==> src/rtl/wb_arb_pkg.sv <==
// Shared types and sizing helpers for the two-master Wishbone arbiter.
package wb_arb_pkg;

  localparam int unsigned WB_ADR_W = 24;
  localparam int unsigned WB_DAT_W = 8;

  typedef enum logic [1:0] {
    IDLE   = 2'd0,
    GRANT0 = 2'd1,
    GRANT1 = 2'd2
  } arb_state_e;

  // Width needed to count 0..limit; never narrower than one bit so a
  // disabled watchdog (limit 0) still elaborates.
  function automatic int unsigned cnt_width(input int unsigned limit);
    return (limit == 0) ? 1 : $clog2(limit + 1);
  endfunction

endpackage

==> src/rtl/wb_master_arbiter_if.sv <==
// One Wishbone link; the arbiter is the slave of each master link and the master of the board link.
interface wb_master_arbiter_if;
  import wb_arb_pkg::*;

  logic [WB_ADR_W-1:0] adr;
  logic [WB_DAT_W-1:0] dat_w;
  logic [WB_DAT_W-1:0] dat_r;
  logic                we;
  logic [0:0]          sel;
  logic                stb;
  logic                cyc;
  logic                ack;
  logic                err;

  // The board slave has no error line, so the master view omits err.
  modport master (output adr, dat_w, we, sel, stb, cyc, input dat_r, ack);
  modport slave  (input adr, dat_w, we, sel, stb, cyc, output dat_r, ack, err);

endinterface

==> src/rtl/wb_timeout_watchdog.sv <==
// Counts unacked strobe cycles, aborts the strobe at the limit and keeps a sticky timeout flag.
module wb_timeout_watchdog
  import wb_arb_pkg::*;
#(
  parameter int unsigned TIMEOUT_CYCLES = 255
) (
  input  logic clk,
  input  logic reset,
  input  logic i_stb_raw,
  input  logic i_ack,
  input  logic i_restart,
  output logic o_abort,
  output logic o_timeout_seen
);

  localparam int unsigned     CW    = cnt_width(TIMEOUT_CYCLES);
  localparam logic [CW-1:0]   LIMIT = CW'(TIMEOUT_CYCLES);
  localparam logic            EN    = (TIMEOUT_CYCLES != 0);

  logic [CW-1:0] r_count;
  logic          r_seen;
  logic          w_hit;

  assign w_hit          = EN & (r_count == LIMIT);
  // A coincident ack always wins over the abort.
  assign o_abort        = w_hit & i_stb_raw & ~i_ack;
  assign o_timeout_seen = r_seen;

  always_ff @(posedge clk) begin
    if (reset) begin
      r_count <= '0;
      r_seen  <= 1'b0;
    end else begin
      if (!EN || i_restart || !i_stb_raw || i_ack || o_abort) begin
        r_count <= '0;
      end else begin
        r_count <= r_count + 1'b1;
      end
      if (o_abort) begin
        r_seen <= 1'b1;
      end
    end
  end

endmodule

==> src/rtl/wb_master_arbiter.sv <==
// Round-robin two-master Wishbone arbiter with per-cycle grant and combinational response routing.
module wb_master_arbiter
  import wb_arb_pkg::*;
#(
  parameter int unsigned TIMEOUT_CYCLES = 255
) (
  input  logic                       clk,
  input  logic                       reset,
  wb_master_arbiter_if.slave         m0,
  wb_master_arbiter_if.slave         m1,
  wb_master_arbiter_if.master        s,
  output logic [1:0]                 grant,
  output logic                       timeout_seen
);

  arb_state_e r_state;
  arb_state_e w_state_nxt;
  logic       r_last_owner;
  logic       w_stb_raw;
  logic       w_abort;
  logic       w_restart;

  always_ff @(posedge clk) begin
    if (reset) begin
      r_state      <= IDLE;
      r_last_owner <= 1'b1;
    end else begin
      r_state <= w_state_nxt;
      if (w_state_nxt == GRANT0) begin
        r_last_owner <= 1'b0;
      end else if (w_state_nxt == GRANT1) begin
        r_last_owner <= 1'b1;
      end
    end
  end

  // Owners always pass through IDLE, which gives the one-cycle bubble between grants.
  always_comb begin
    w_state_nxt = r_state;
    case (r_state)
      IDLE: begin
        if (m0.cyc && m1.cyc) begin
          w_state_nxt = r_last_owner ? GRANT0 : GRANT1;
        end else if (m0.cyc) begin
          w_state_nxt = GRANT0;
        end else if (m1.cyc) begin
          w_state_nxt = GRANT1;
        end
      end
      GRANT0:  if (!m0.cyc) w_state_nxt = IDLE;
      GRANT1:  if (!m1.cyc) w_state_nxt = IDLE;
      default: w_state_nxt = IDLE;
    endcase
  end

  always_comb begin
    grant     = 2'b00;
    s.cyc     = 1'b0;
    w_stb_raw = 1'b0;
    s.adr     = '0;
    s.dat_w   = '0;
    s.we      = 1'b0;
    s.sel     = '0;
    case (r_state)
      GRANT0: begin
        grant     = 2'b01;
        s.cyc     = m0.cyc;
        w_stb_raw = m0.stb & m0.cyc;
        s.adr     = m0.adr;
        s.dat_w   = m0.dat_w;
        s.we      = m0.we;
        s.sel     = m0.sel;
      end
      GRANT1: begin
        grant     = 2'b10;
        s.cyc     = m1.cyc;
        w_stb_raw = m1.stb & m1.cyc;
        s.adr     = m1.adr;
        s.dat_w   = m1.dat_w;
        s.we      = m1.we;
        s.sel     = m1.sel;
      end
      default: ;
    endcase
  end

  assign s.stb     = w_stb_raw & ~w_abort;
  assign w_restart = (w_state_nxt != r_state);

  assign m0.ack   = s.ack & grant[0];
  assign m1.ack   = s.ack & grant[1];
  assign m0.err   = w_abort & grant[0];
  assign m1.err   = w_abort & grant[1];
  assign m0.dat_r = grant[0] ? s.dat_r : '0;
  assign m1.dat_r = grant[1] ? s.dat_r : '0;

  wb_timeout_watchdog #(
    .TIMEOUT_CYCLES (TIMEOUT_CYCLES)
  ) u_watchdog (
    .clk            (clk),
    .reset          (reset),
    .i_stb_raw      (w_stb_raw),
    .i_ack          (s.ack),
    .i_restart      (w_restart),
    .o_abort        (w_abort),
    .o_timeout_seen (timeout_seen)
  );

endmodule
==> src/flat_wrapper.sv <==
// flat-port wrapper written by rule: the top's interface ports become plain ports
module wb_master_arbiter_flat import wb_arb_pkg::*;
#(
  parameter int unsigned TIMEOUT_CYCLES = 255
)
  (clk, reset, grant, timeout_seen, m0_adr, m0_dat_w, m0_we, m0_sel, m0_stb, m0_cyc, m0_dat_r, m0_ack, m0_err, m1_adr, m1_dat_w, m1_we, m1_sel, m1_stb, m1_cyc, m1_dat_r, m1_ack, m1_err, s_adr, s_dat_w, s_we, s_sel, s_stb, s_cyc, s_dat_r, s_ack);
  wb_master_arbiter_if m0_i ();
  wb_master_arbiter_if m1_i ();
  wb_master_arbiter_if s_i ();
  input  logic clk;
  input  logic reset;
  output logic [1:0] grant;
  output logic timeout_seen;
  input wire logic [$bits(m0_i.adr)-1:0] m0_adr;
  input wire logic [$bits(m0_i.dat_w)-1:0] m0_dat_w;
  input wire logic [$bits(m0_i.we)-1:0] m0_we;
  input wire logic [$bits(m0_i.sel)-1:0] m0_sel;
  input wire logic [$bits(m0_i.stb)-1:0] m0_stb;
  input wire logic [$bits(m0_i.cyc)-1:0] m0_cyc;
  output wire logic [$bits(m0_i.dat_r)-1:0] m0_dat_r;
  output wire logic [$bits(m0_i.ack)-1:0] m0_ack;
  output wire logic [$bits(m0_i.err)-1:0] m0_err;
  input wire logic [$bits(m1_i.adr)-1:0] m1_adr;
  input wire logic [$bits(m1_i.dat_w)-1:0] m1_dat_w;
  input wire logic [$bits(m1_i.we)-1:0] m1_we;
  input wire logic [$bits(m1_i.sel)-1:0] m1_sel;
  input wire logic [$bits(m1_i.stb)-1:0] m1_stb;
  input wire logic [$bits(m1_i.cyc)-1:0] m1_cyc;
  output wire logic [$bits(m1_i.dat_r)-1:0] m1_dat_r;
  output wire logic [$bits(m1_i.ack)-1:0] m1_ack;
  output wire logic [$bits(m1_i.err)-1:0] m1_err;
  output wire logic [$bits(s_i.adr)-1:0] s_adr;
  output wire logic [$bits(s_i.dat_w)-1:0] s_dat_w;
  output wire logic [$bits(s_i.we)-1:0] s_we;
  output wire logic [$bits(s_i.sel)-1:0] s_sel;
  output wire logic [$bits(s_i.stb)-1:0] s_stb;
  output wire logic [$bits(s_i.cyc)-1:0] s_cyc;
  input wire logic [$bits(s_i.dat_r)-1:0] s_dat_r;
  input wire logic [$bits(s_i.ack)-1:0] s_ack;
  assign m0_i.adr = m0_adr;
  assign m0_i.dat_w = m0_dat_w;
  assign m0_i.we = m0_we;
  assign m0_i.sel = m0_sel;
  assign m0_i.stb = m0_stb;
  assign m0_i.cyc = m0_cyc;
  assign m0_dat_r = m0_i.dat_r;
  assign m0_ack = m0_i.ack;
  assign m0_err = m0_i.err;
  assign m1_i.adr = m1_adr;
  assign m1_i.dat_w = m1_dat_w;
  assign m1_i.we = m1_we;
  assign m1_i.sel = m1_sel;
  assign m1_i.stb = m1_stb;
  assign m1_i.cyc = m1_cyc;
  assign m1_dat_r = m1_i.dat_r;
  assign m1_ack = m1_i.ack;
  assign m1_err = m1_i.err;
  assign s_adr = s_i.adr;
  assign s_dat_w = s_i.dat_w;
  assign s_we = s_i.we;
  assign s_sel = s_i.sel;
  assign s_stb = s_i.stb;
  assign s_cyc = s_i.cyc;
  assign s_i.dat_r = s_dat_r;
  assign s_i.ack = s_ack;
  wb_master_arbiter #(.TIMEOUT_CYCLES(TIMEOUT_CYCLES)) u_core (.clk(clk), .reset(reset), .m0(m0_i), .m1(m1_i), .s(s_i), .grant(grant), .timeout_seen(timeout_seen));
endmodule
==> config.mk <==
export PLATFORM = sky130hd
export DESIGN_NAME = wb_master_arbiter_flat
export DESIGN_NICKNAME = d
export VERILOG_FILES = /design/src/rtl/wb_arb_pkg.sv /design/src/rtl/wb_master_arbiter_if.sv /design/src/rtl/wb_timeout_watchdog.sv /design/src/rtl/wb_master_arbiter.sv /design/src/flat_wrapper.sv
export SDC_FILE = /design/constraint.sdc
export NUM_CORES = 1
export LEC_CHECK = 0
export BUFFER_PORTS_ARGS = -buffer_cell sky130_fd_sc_hd__buf_4
export CAP_MARGIN = 15
export CORE_ASPECT_RATIO = 0.75
export CORE_MARGIN = 2
export CORE_UTILIZATION = 39
export CTS_CLUSTER_DIAMETER = 120
export DETAILED_ROUTE_END_ITERATION = 8
export PLACE_DENSITY = 0.95
export SYNTH_ARGS = -nofsm -noshare
export SYNTH_HDL_FRONTEND = slang
export SYNTH_HIERARCHICAL = 1
export SYNTH_SLANG_ARGS = --single-unit
==> constraint.sdc <==
create_clock -name clk -period 4.9 [get_ports clk]
set_clock_uncertainty 0.1 [all_clocks]
set_input_delay 0.49 -clock clk [delete_from_list [all_inputs] [get_ports clk]]
set_output_delay 0.49 -clock clk [all_outputs]
set_load 0.02 [all_outputs]
==> metrics.cfg <==
[sta]
hold_viol_final = 0
worstMarginPinSlew_ns = 0.801
maxSlewViolCount = 0
setup_viol = 0
finalCritPeriodShare_pct = 69.6
max_freq_ghz = 0.293
fin_tns_setup_ns = 0
hold_ws_ns = 0.341
maxSlewHeadroom_pct = 46.6
fin_ws_ns = 1.49
rsz0062_at_grt = no
fin_crit_ns = 3.41

[cells_and_area]
num_antenna_cells = 0
drive_above_1_share_pct = 48.6
utilization_pct = 74.5
layout_commonest_cell = buf_4
final-instance-count-excl-fill = 355
syn2layout_area_growth_pct = 80.3
postLayoutCellArea_um2 = 2500
nets = 406
layout_common_cells = buf_4 (143), nor2b_1 (36), a22oi_1 (34)

[floorplan]
coreArea_um2 = 3360
start_util_pct = 41.3
die-area_um2 = 4060
io_pins = 142
fp.dieH_um = 55.7
chipWidth_um = 72.9
fp-row-count = 18

[yosys]
synth_nets = 271
yosysWarningCount = 6
synth_top_family_by_area = simple AND/OR/NAND/NOR gates
synth-adder-area-share_pct = 6.31
ys.flop_type = dfxtp_1
synthArstFlopShare_pct = 0
synth_compound_area_share_pct = 31.9
synth_cell_types = 39
syn-cell-area_um2 = 1390
syn_area_per_cell_um2 = 7.67
yosysSeqAreaShare_pct = 17.3
synth_edf_count = 0
synth-xor-area-share_pct = 1.89
netlist_instances = 181
synth.area.mux_share_pct = 0.721
synth-simple-area-share_pct = 35.8
synth-seq-cells = 12

[critical_path]
r2r_start = u_core/r_state[0]$_SDFF_PP0_
crit_chain = inv_1 > ha_1 > a21boi_1 > nand3b_1 > nor3_1 > and2_1 > buf_4
slowest_stage = ha_1
cp_data_arrival_time_ns = 2.82
crit_required_ns = 4.31
critPathMaxFanout = 36
critPathLaunchType = flip-flop
timing.rr.end = u_core/u_watchdog/r_count[5]$_SDFF_PP0_
worstRegToRegCells = 6
cpPeakStageDelay_ns = 0.83
reg2reg_slack_ns = 2.25
path_class = flip-flop to primary output
worstSetupEndpointType = primary output

[worst_hold_path]
min_from = reset
hold_depth = 2
hp-class = primary input to flip-flop
hold-path-endpoint = u_core/r_state[0]$_SDFF_PP0_

[placement]
dp.final_hpwl_um = 4350
place_area_um2 = 2450
dpl_worst_slack_ns = 1.81
place.gp.congestion = 0.882
io_buffers = 141
dpl.cell_count = 351

[cts]
insertion_delay_ns = 0.25
cts_tree = built
post_cts_buffers = 0
path_clk_slew_ns = 0.05
cts_max_path_buffers = 2
cts.sinks = 12
cts_buffers = 3
ctsResizeCount = 0
cts-root-buf = clkbuf_8
htree_num_levels = 1
cts_hold_buf = 0

[power]
design_power_total_mw = 0.549
p_leak_nw = 1.15
ir_worst_vdd_uv = 174
power_density_nw_per_um2 = 219

[routing]
vias = 1915
drt_iter0_markers = 151
totalWireLength_um = 5500
firstDrtPassIters = 4
routedWlPerCell_um = 15.5
vias_per_cell = 5.39
post-route-drc-count = 0
ant_nets = 0

[grt]
grt_first_pass_wirelength_um = 8400
grt_util_all_layers_pct = 26.2
overflow = 0
grt_max_degree = 47
grt_pass1_vias = 1728
antenna_found_initial = 0

[job]
drv_cap = 0

[status]
run_status = completed

-- report_power, final --
| part | switching, mW | total (mW) | internal (mW) | leakage, nW |
|---|---|---|---|---|
| clock network | 0.0401 | 0.111 | 0.0712 | 0.0288 |
| logic | 0.165 | 0.329 | 0.164 | 1.03 |
| registers | 0.00627 | 0.108 | 0.102 | 0.0972 |
-- layout make-up --
class / instances / area (um2)
timing repair buffer: 143 / 1070
multi-input combinational: 151 / 1060
fill: 259 / 855
sequential: 12 / 240
clock buffer: 4 / 55.1
tap: 40 / 50.0
inverter: 5 / 18.8
-- registers in the layout, indices dropped and copies added (netlist names) --
register                          cells
u_core/u_watchdog/o_timeout_seen      1
u_core/u_watchdog/r_count             8
u_core/r_state                        2
u_core/r_last_owner                   1
-- layer usage --
layer  track usage (%)  up-vias  wire [um]
met5                 0        -          0
met4              6.35        0         76
met3              5.07        8        384
met2              46.0       90       2900
met1              32.6      897       2140
li1                  -      920          -
-- synth_stat cells (2+ instances only) --
library cell / number / area, um2
a22oi_1: 34 / 255
o21ai_0: 4 / 20.0
a21boi_0: 2 / 15.0
a21oi_1: 4 / 20.0
dfxtp_1: 12 / 240
a211oi_1: 2 / 15.0
nor2b_1: 36 / 225
clkbuf_1: 5 / 18.8
nand2_1: 3 / 11.3
buf_2: 7 / 35.0
ha_1: 7 / 87.6
nand3_1: 5 / 25.0
or3_1: 3 / 18.8
inv_1: 5 / 18.8
and2_1: 21 / 131
nor2_1: 5 / 18.8
nand2b_1: 3 / 18.8
xnor2_1: 2 / 17.5
-- cells by family (layout without fill, tap and decap cells) --
family | count (synthesis) | after routing
simple gates | 82 | 82
buf+inv | 18 | 152
xor+xnor | 3 | 3
mux | 1 | 1
fa+ha+maj | 7 | 7
flops | 12 | 12
compound gates | 58 | 58
-- worst max-delay path, delay by kind of cell (launching register included) --
kind / cells / cell delay, ns
adder cells (fa/ha/maj): 1 / 0.83
AO/OA/AOI/OAI: 1 / 0.35
buffers and inverters: 2 / 0.28
flip-flops: 1 / 0.45
AND/OR/NAND/NOR: 3 / 0.67
-- how the worst max path moves through the flow --
stage                     cells past startpoint     end                         start
after floorplan                               8  m0_err  u_core/r_state[1]$_SDFF_PP0_
after global placement                        7  m0_err  u_core/r_state[0]$_SDFF_PP0_
after global routing                          7  m0_err  u_core/r_state[0]$_SDFF_PP0_
final                                         7  m0_err  u_core/r_state[0]$_SDFF_PP0_
after detailed placement                      7  m0_err  u_core/r_state[0]$_SDFF_PP0_
after CTS                                     7  m0_err  u_core/r_state[0]$_SDFF_PP0_
Note: power is estimated with default switching activity, not from simulation.
